<file path="config.mk">
export PLATFORM = sky130hd
export DESIGN_NAME = riscv_tag_policy_ctrl
export DESIGN_NICKNAME = d
export VERILOG_FILES = /design/src/rtl/riscv_tag_policy_ctrl_pkg.sv /design/src/rtl/riscv_tag_inflight_cnt.sv /design/src/rtl/riscv_tag_policy_ctrl.sv
export SDC_FILE = /design/constraint.sdc
export NUM_CORES = 1
export LEC_CHECK = 0
export ABC_AREA = 1
export BUFFER_PORTS_ARGS = -buffer_cell sky130_fd_sc_hd__buf_2
export CAP_MARGIN = 20
export CELL_PAD_IN_SITES_DETAIL_PLACEMENT = 2
export CELL_PAD_IN_SITES_GLOBAL_PLACEMENT = 2
export CORE_ASPECT_RATIO = 1.1
export CORE_MARGIN = 5
export CORE_UTILIZATION = 29
export CTS_CLUSTER_SIZE = 12
export DETAILED_ROUTE_END_ITERATION = 12
export PLACE_DENSITY_LB_ADDON = 0.15
export SYNTH_ARGS = -nofsm -noshare
export SYNTH_HDL_FRONTEND = slang
export SYNTH_SLANG_ARGS = --single-unit
</file>
<file path="constraint.sdc">
create_clock -name clk -period 1.31 [get_ports clk]
set_clock_uncertainty 0.15 [all_clocks]
set_input_delay 0.393 -clock clk [delete_from_list [all_inputs] [get_ports clk]]
set_output_delay 0.393 -clock clk [all_outputs]
set_load 0.01 [all_outputs]
</file>
<file path="src/rtl/riscv_tag_policy_ctrl_pkg.sv">
// Package: riscv_tag_policy_ctrl_pkg
// Shared definitions for the DIFT policy commit controller and the
// downstream tag decode logic:
//   - tag_pol_state_e : commit FSM states (IDLE -> DRAIN -> COMMIT)
//   - CSR_TPR/CSR_TCR : CSR addresses of the two policy registers
//   - TPR_* constants : bit positions of the TPR fields
//   - tp_any_write    : helper that flags a write to either policy CSR
package riscv_tag_policy_ctrl_pkg;

  typedef enum logic [1:0] {
    TP_IDLE   = 2'd0,
    TP_DRAIN  = 2'd1,
    TP_COMMIT = 2'd2
  } tag_pol_state_e;

  // Custom user read/write CSR space.
  localparam logic [11:0] CSR_TPR = 12'h8F0;
  localparam logic [11:0] CSR_TCR = 12'h8F1;

  // TPR field layout: two-bit propagation modes per instruction class,
  // followed by the load/store enable fields.
  localparam int unsigned TPR_ALU_MODE_LO       = 0;
  localparam int unsigned TPR_ALU_MODE_HI       = 1;
  localparam int unsigned TPR_SHIFT_MODE_LO     = 2;
  localparam int unsigned TPR_SHIFT_MODE_HI     = 3;
  localparam int unsigned TPR_CMP_MODE_LO       = 4;
  localparam int unsigned TPR_CMP_MODE_HI       = 5;
  localparam int unsigned TPR_CSR_MODE_LO       = 6;
  localparam int unsigned TPR_CSR_MODE_HI       = 7;
  localparam int unsigned LOADSTORE_EN_LOW      = 8;
  localparam int unsigned LOADSTORE_EN_HIGH     = 9;
  localparam int unsigned LOADSTORE_EN_BYTE     = 10;
  localparam int unsigned LOADSTORE_EN_HALF     = 11;
  localparam int unsigned LOADSTORE_EN_WORD     = 12;

  function automatic logic tp_any_write(input logic tpr_we, input logic tcr_we);
    return tpr_we | tcr_we;
  endfunction

endpackage

</file>
<file path="src/rtl/riscv_tag_inflight_cnt.sv">
// Module: riscv_tag_inflight_cnt
// Saturating up/down counter of instructions between ID issue and WB retire.
// Ports:
//   clk, rst_n    : clock, async active-low reset
//   inc_i         : instruction issued this cycle
//   dec_i         : instruction retired this cycle
//   cnt_o         : current in-flight count
//   cnt_next_o    : count that will hold next cycle
//   err_o         : one-cycle flag, increment at MAX or decrement at zero
module riscv_tag_inflight_cnt #(
  parameter int unsigned MAX = 3,
  parameter int unsigned W   = $clog2(MAX + 1)
) (
  input  logic         clk,
  input  logic         rst_n,
  input  logic         inc_i,
  input  logic         dec_i,
  output logic [W-1:0] cnt_o,
  output logic [W-1:0] cnt_next_o,
  output logic         err_o
);

  localparam logic [W-1:0] MAX_C = W'(MAX);

  logic [W-1:0] cnt_q;
  logic [W-1:0] cnt_d;
  logic         err_s;

  // Next count; simultaneous issue and retire cancel out, out-of-range steps hold.
  always_comb begin
    cnt_d = cnt_q;
    err_s = 1'b0;
    if (inc_i && !dec_i) begin
      if (cnt_q == MAX_C) begin
        err_s = 1'b1;
      end else begin
        cnt_d = cnt_q + W'(1);
      end
    end else if (dec_i && !inc_i) begin
      if (cnt_q == '0) begin
        err_s = 1'b1;
      end else begin
        cnt_d = cnt_q - W'(1);
      end
    end else begin
      cnt_d = cnt_q;
    end
  end

  // Count register.
  always_ff @(posedge clk or negedge rst_n) begin
    if (!rst_n) begin
      cnt_q <= '0;
    end else begin
      cnt_q <= cnt_d;
    end
  end

  assign cnt_o      = cnt_q;
  assign cnt_next_o = cnt_d;
  assign err_o      = err_s;

endmodule

</file>
<file path="src/rtl/riscv_tag_policy_ctrl.sv">
// Module: riscv_tag_policy_ctrl
// Commit controller for the DIFT policy CSRs (TPR, TCR). CSR writes land in
// shadow registers; the controller stalls ID, waits for in-flight
// instructions to drain, then updates both committed registers together so
// no instruction runs under a mixed old/new policy.
// Ports:
//   clk, rst_n                      : clock, async active-low reset
//   csr_tpr_we_i / csr_tpr_wdata_i  : TPR write strobe and data
//   csr_tcr_we_i / csr_tcr_wdata_i  : TCR write strobe and data
//   issue_valid_i / retire_valid_i  : ID->EX issue and WB retire strobes
//   tpr_o / tcr_o                   : committed policy values
//   stall_id_o                      : hold ID while an update is in progress
//   busy_o                          : update pending
//   commit_o                        : one-cycle pulse, new policy from next cycle
//   timeout_err_o                   : sticky drain timeout / counter error
module riscv_tag_policy_ctrl
  import riscv_tag_policy_ctrl_pkg::*;
#(
  parameter int unsigned MAX_INFLIGHT  = 3,
  parameter int unsigned DRAIN_TIMEOUT = 64,
  parameter logic [31:0] TPR_RESET     = 32'h0000_0000,
  parameter logic [31:0] TCR_RESET     = 32'h0000_0000
) (
  input  logic        clk,
  input  logic        rst_n,
  input  logic        csr_tpr_we_i,
  input  logic [31:0] csr_tpr_wdata_i,
  input  logic        csr_tcr_we_i,
  input  logic [31:0] csr_tcr_wdata_i,
  input  logic        issue_valid_i,
  input  logic        retire_valid_i,
  output logic [31:0] tpr_o,
  output logic [31:0] tcr_o,
  output logic        stall_id_o,
  output logic        busy_o,
  output logic        commit_o,
  output logic        timeout_err_o
);

  localparam int unsigned CNT_W = $clog2(MAX_INFLIGHT + 1);
  // One spare bit keeps DRAIN_TIMEOUT-1 representable for any parameter value.
  localparam int unsigned TMO_W = $clog2(DRAIN_TIMEOUT + 1);
  localparam logic [TMO_W-1:0] TMO_LAST = TMO_W'(DRAIN_TIMEOUT - 1);

  tag_pol_state_e state_q, state_d;
  logic [TMO_W-1:0] tmo_q, tmo_d;
  logic [31:0] shadow_tpr_q, shadow_tpr_d;
  logic [31:0] shadow_tcr_q, shadow_tcr_d;
  logic [31:0] tpr_q, tpr_d;
  logic [31:0] tcr_q, tcr_d;
  logic        err_q, err_d;
  logic        stall_q, commit_q;

  logic [CNT_W-1:0] cnt_s;
  logic [CNT_W-1:0] cnt_next_s;
  logic             cnt_err_s;
  logic             any_we_s;
  logic             force_s;

  riscv_tag_inflight_cnt #(
    .MAX (MAX_INFLIGHT),
    .W   (CNT_W)
  ) u_inflight_cnt (
    .clk        (clk),
    .rst_n      (rst_n),
    .inc_i      (issue_valid_i),
    .dec_i      (retire_valid_i),
    .cnt_o      (cnt_s),
    .cnt_next_o (cnt_next_s),
    .err_o      (cnt_err_s)
  );

  assign any_we_s = tp_any_write(csr_tpr_we_i, csr_tcr_we_i);

  // Policy update FSM and drain timeout counter.
  always_comb begin
    state_d = state_q;
    tmo_d   = tmo_q;
    force_s = 1'b0;
    case (state_q)
      TP_IDLE: begin
        tmo_d = '0;
        if (any_we_s) begin
          state_d = TP_DRAIN;
        end else begin
          state_d = TP_IDLE;
        end
      end
      TP_DRAIN: begin
        tmo_d = tmo_q + TMO_W'(1);
        // Looking at next-cycle count lets a retire in this cycle finish the drain.
        if (cnt_next_s == '0) begin
          state_d = TP_COMMIT;
        end else if (tmo_q == TMO_LAST) begin
          state_d = TP_COMMIT;
          force_s = 1'b1;
        end else begin
          state_d = TP_DRAIN;
        end
      end
      TP_COMMIT: begin
        tmo_d = '0;
        // A write landing on the commit cycle needs its own drain.
        if (any_we_s) begin
          state_d = TP_DRAIN;
        end else begin
          state_d = TP_IDLE;
        end
      end
      default: begin
        state_d = TP_IDLE;
        tmo_d   = '0;
      end
    endcase
  end

  // Shadow capture, committed-value update and sticky error.
  always_comb begin
    shadow_tpr_d = csr_tpr_we_i ? csr_tpr_wdata_i : shadow_tpr_q;
    shadow_tcr_d = csr_tcr_we_i ? csr_tcr_wdata_i : shadow_tcr_q;
    // The commit reads the shadow before any same-cycle write lands in it.
    if (state_q == TP_COMMIT) begin
      tpr_d = shadow_tpr_q;
      tcr_d = shadow_tcr_q;
    end else begin
      tpr_d = tpr_q;
      tcr_d = tcr_q;
    end
    err_d = err_q | force_s | cnt_err_s;
  end

  // State, data and registered status outputs.
  always_ff @(posedge clk or negedge rst_n) begin
    if (!rst_n) begin
      state_q      <= TP_IDLE;
      tmo_q        <= '0;
      shadow_tpr_q <= TPR_RESET;
      shadow_tcr_q <= TCR_RESET;
      tpr_q        <= TPR_RESET;
      tcr_q        <= TCR_RESET;
      err_q        <= 1'b0;
      stall_q      <= 1'b0;
      commit_q     <= 1'b0;
    end else begin
      state_q      <= state_d;
      tmo_q        <= tmo_d;
      shadow_tpr_q <= shadow_tpr_d;
      shadow_tcr_q <= shadow_tcr_d;
      tpr_q        <= tpr_d;
      tcr_q        <= tcr_d;
      err_q        <= err_d;
      stall_q      <= (state_d != TP_IDLE);
      commit_q     <= (state_d == TP_COMMIT);
    end
  end

  assign tpr_o         = tpr_q;
  assign tcr_o         = tcr_q;
  assign stall_id_o    = stall_q;
  assign busy_o        = stall_q;
  assign commit_o      = commit_q;
  assign timeout_err_o = err_q;

endmodule

</file>
==> reports/metrics.yaml <==
post-synth-top-count-cell: "dfrtp_1"
rr_startpoint: "state_q[0]"
min-delay-start: "csr_tcr_wdata_i[21]"
worstReg2RegEnd: "tpr_o[18]"
critPathMaxFanout: 2
length_in_cells_of_the_worst_reg_to_reg_path: 5
cp_data_arrival_time_ns: 0.97
outcome: "complete, but fails checks"
drt-wirelength-per-cell_um: 15.84
setup_viol: 68
post_route_cells_drive_above_1_share_pct: 32.13
cts.root.buffer_cell: "clkbuf_16"
fin_crit_sh_pct: 115.2
maximum_buffer_depth_of_the_clock_tree: 2
startpoint_type: "flip-flop"
postLayoutSetupSlackWorst_ns: -0.1987
yosys_most_used_dff: "dfrtp_1"
clock_power_share_pct: 30.6
via_count_of_the_first_global_routing_pass: 5027
vias: 4410
placement.setup.worst_slack_ns: -0.06168
worst_hold_path.endpoint: "shadow_tcr_q[21]"
critPathTopFamily: "flip-flops"
worst_ir_drop_vdd_uv: 872.0
grt_pass1_wl_um: 25390
critical_path_buf_inv_count: 1
filler_cell_count: 1967
die_x_um: 139.6
asyncSetResetFlopFracSynth_pct: 100.0
cts_inserted_buffers: 17
clock_sinks: 142
antennaDiodeCount: 0
yosys_register_bits: 142
routability_congestion_estimate: 0.7272
synth.top_cells.by_count: "dfrtp_1 (142), nand2_1 (140), inv_1 (72)"
hpwlAfterDp_um: 10330
dr.pass1.iters: 4
power.leakage_uw: 0.003892
tritoncts_clock_tree: "built"
reg_power_share_pct: 39.4
yosysWarnings: 0
drc_errors: 0
post-synth-top-area-cell: "dfrtp_1"
fin_nets: 805
timing.critical_path.required_ns: 0.77
fp.dieArea_um2: 21300
grt_max_degree: 59
synthesized_area_per_cell_um2: 9.779
fp.coreArea_um2: 18280
power.switching_fraction_pct: 30.04
cpPeakStageDelay_ns: 0.40
post_synth_instance_area_um2: 5359
number_of_antenna_violations_at_the_first_check_in_global_routing: 0
worst_skew_pair.late_latency_ns: 0.41
violated_checks: "setup timing"
post_drt_via_cell_ratio: 4.455
multi_input_comb_area_um2: 1395
yosysTopAreaCellShare_pct: 66.31
finalSetupTns_ns: -11.37
placement.io_buffers: 137
tightestPinTransition_ns: 0.3168
clkSlewWorstSetupHoldPaths_ns: 0.06
share_comb_of_total_power_pct: 30.0
number_of_flops_mapped_to_enable_cells_by_yosys: 0
hold_path_class: "input port to flip-flop"
final-hold-violation-count: 0
rows: 52
period_needed_ns: 1.509
initial_core_util_pct: 29.31
synth_fp_nets: 619
register_to_register_path_setup_slack_ns: 0.01
netlist-cell-type-count: 23
postPlaceCellArea_um2: 6422
timing.fmax_ghz: 0.6628
internal_power_uw: 11440
synth.area.top_cells: "dfrtp_1 (66%), nand2_1 (9.8%), o21ai_0 (6.4%)"
htreeDepth: 4
synthCells: 548
crit_path_cell_trace: "buf_2"
finish.cell_count_without_fillers: 990
drt_wl_total_um: 15680
final_design_instance_area_without_fill_um2: 7562
crit_path_end_kind: "output pin"
whs_path_depth: 3
worst-setup-path-type: "flip-flop to output pin"
design.portCount: 138
utilization_pct: 41.36
sequential_cell_area_um2: 3553
antenna_left: 0
grt_usage_pct: 14.77
die_height_um: 152.6
areaGrowthSynthToFinish_pct: 41.12
max-cap-violations: 0
slew_violations: 0
drt-initial-drc-count: 89
place_inst: 914
synth.yosys.seq_area_share_pct: 66.31
grt_setup_unrepaired: "yes"
p_switching_uw: 4914
worst_path_max_delay_cell: "dfrtp_1"
grt-ovfl-total: 0
max_slew_margin_pct: 78.80
power-per-cell-area_nw_per_um2: 2163
## timing repair
action                                 CTS  global route
setup endpoints to repair               73            75
endpoints found under the hold margin  142             0
setup buffers                           24            18
pin swaps                                1             2
gates resized for setup                 16            21
hold buffers                             1             0
cloned                                   0             1
## state kept, by name, summed over array words and instances (netlist names)
register,cells
busy_o,1
tmo_q,7
tpr_o,32
tcr_o,32
u_inflight_cnt.cnt_o,2
state_q,2
commit_o,1
shadow_tcr_q,32
timeout_err_o,1
shadow_tpr_q,32
## worst max-delay path by stage
| stage | end | slack, ns | depth (start not counted) | start |
|---|---|---|---|---|
| global placement | state_q[0] | 0.01 | 6 | retire_valid_i |
| finish | tcr_o[13] | -0.20 | 1 | tcr_o[13] |
| CTS | tpr_o[1] | -0.23 | 1 | tpr_o[1] |
| global route | tpr_o[1] | -0.25 | 1 | tpr_o[1] |
| detailed placement | timeout_err_o | -0.06 | 6 | retire_valid_i |
| floorplan | tmo_q[4] | 0.1 | 6 | tmo_q[0] |
## power by group through the flow
stage          Clock, uW  Sequential, uW  Combinational, uW
6_report            5000            6450               4900
3_5_place_dp           0            6450               3650
2_1_floorplan          0            6830               1310
3_3_place_gp           0            6400               3470
5_1_grt             5370            6620               5460
4_1_cts             5140            6390               4410
## layout make-up
cell class              count  area share, %
flip-flops and latches    142          46.99
repair buffers            196          18.70
multi-input cells         304          18.45
clock buffers              22          6.403
well taps                 243          4.021
inverters                  73          3.657
clock inverters            10          1.787
## stage by stage
stage | total power [uW] | hold WS (ns)
after floorplan | 8140 | -0.05259
after global placement | 9870 | 0.1169
after detailed placement | 10110 | 0.1147
after CTS | 15940 | 0.01581
after global routing | 17450 | 0.02331
final | 16360 | 0.03476
## layout by cell type (no fill, tap or decap), types with 2 or more instances in the layout
cell type     n
buf_6        22
nor2_1        9
nand2_1     137
a21oi_1       7
clkbuf_16    18
o21ai_0      68
o21ai_1      63
dfrtp_1     142
clkbuf_8      4
buf_16        2
clkinvlp_4    4
nand3_1       4
buf_2       115
clkinv_2      3
nand2_2       4
nor2_2        3
buf_12        7
buf_4        48
bufinv_16     3
inv_1        71
## logic make-up after synthesis
family	share of synthesized area, %
xor+xnor	0.1635
simple gates	11.79
buf+inv	8.149
compound gates	13.36
flops	66.31
fa+ha+maj	0.2334
## per-layer routing
layer	share of wire, %	GRT usage, %	vias to the layer above
met4	1.4	4.845	0
met1	43	17.74	2213
met3	4.6	4.206	15
met2	51	25.56	93
met5	0	0	-
li1	-	-	2089
No activity file was read; power rests on OpenSTA's default activity.
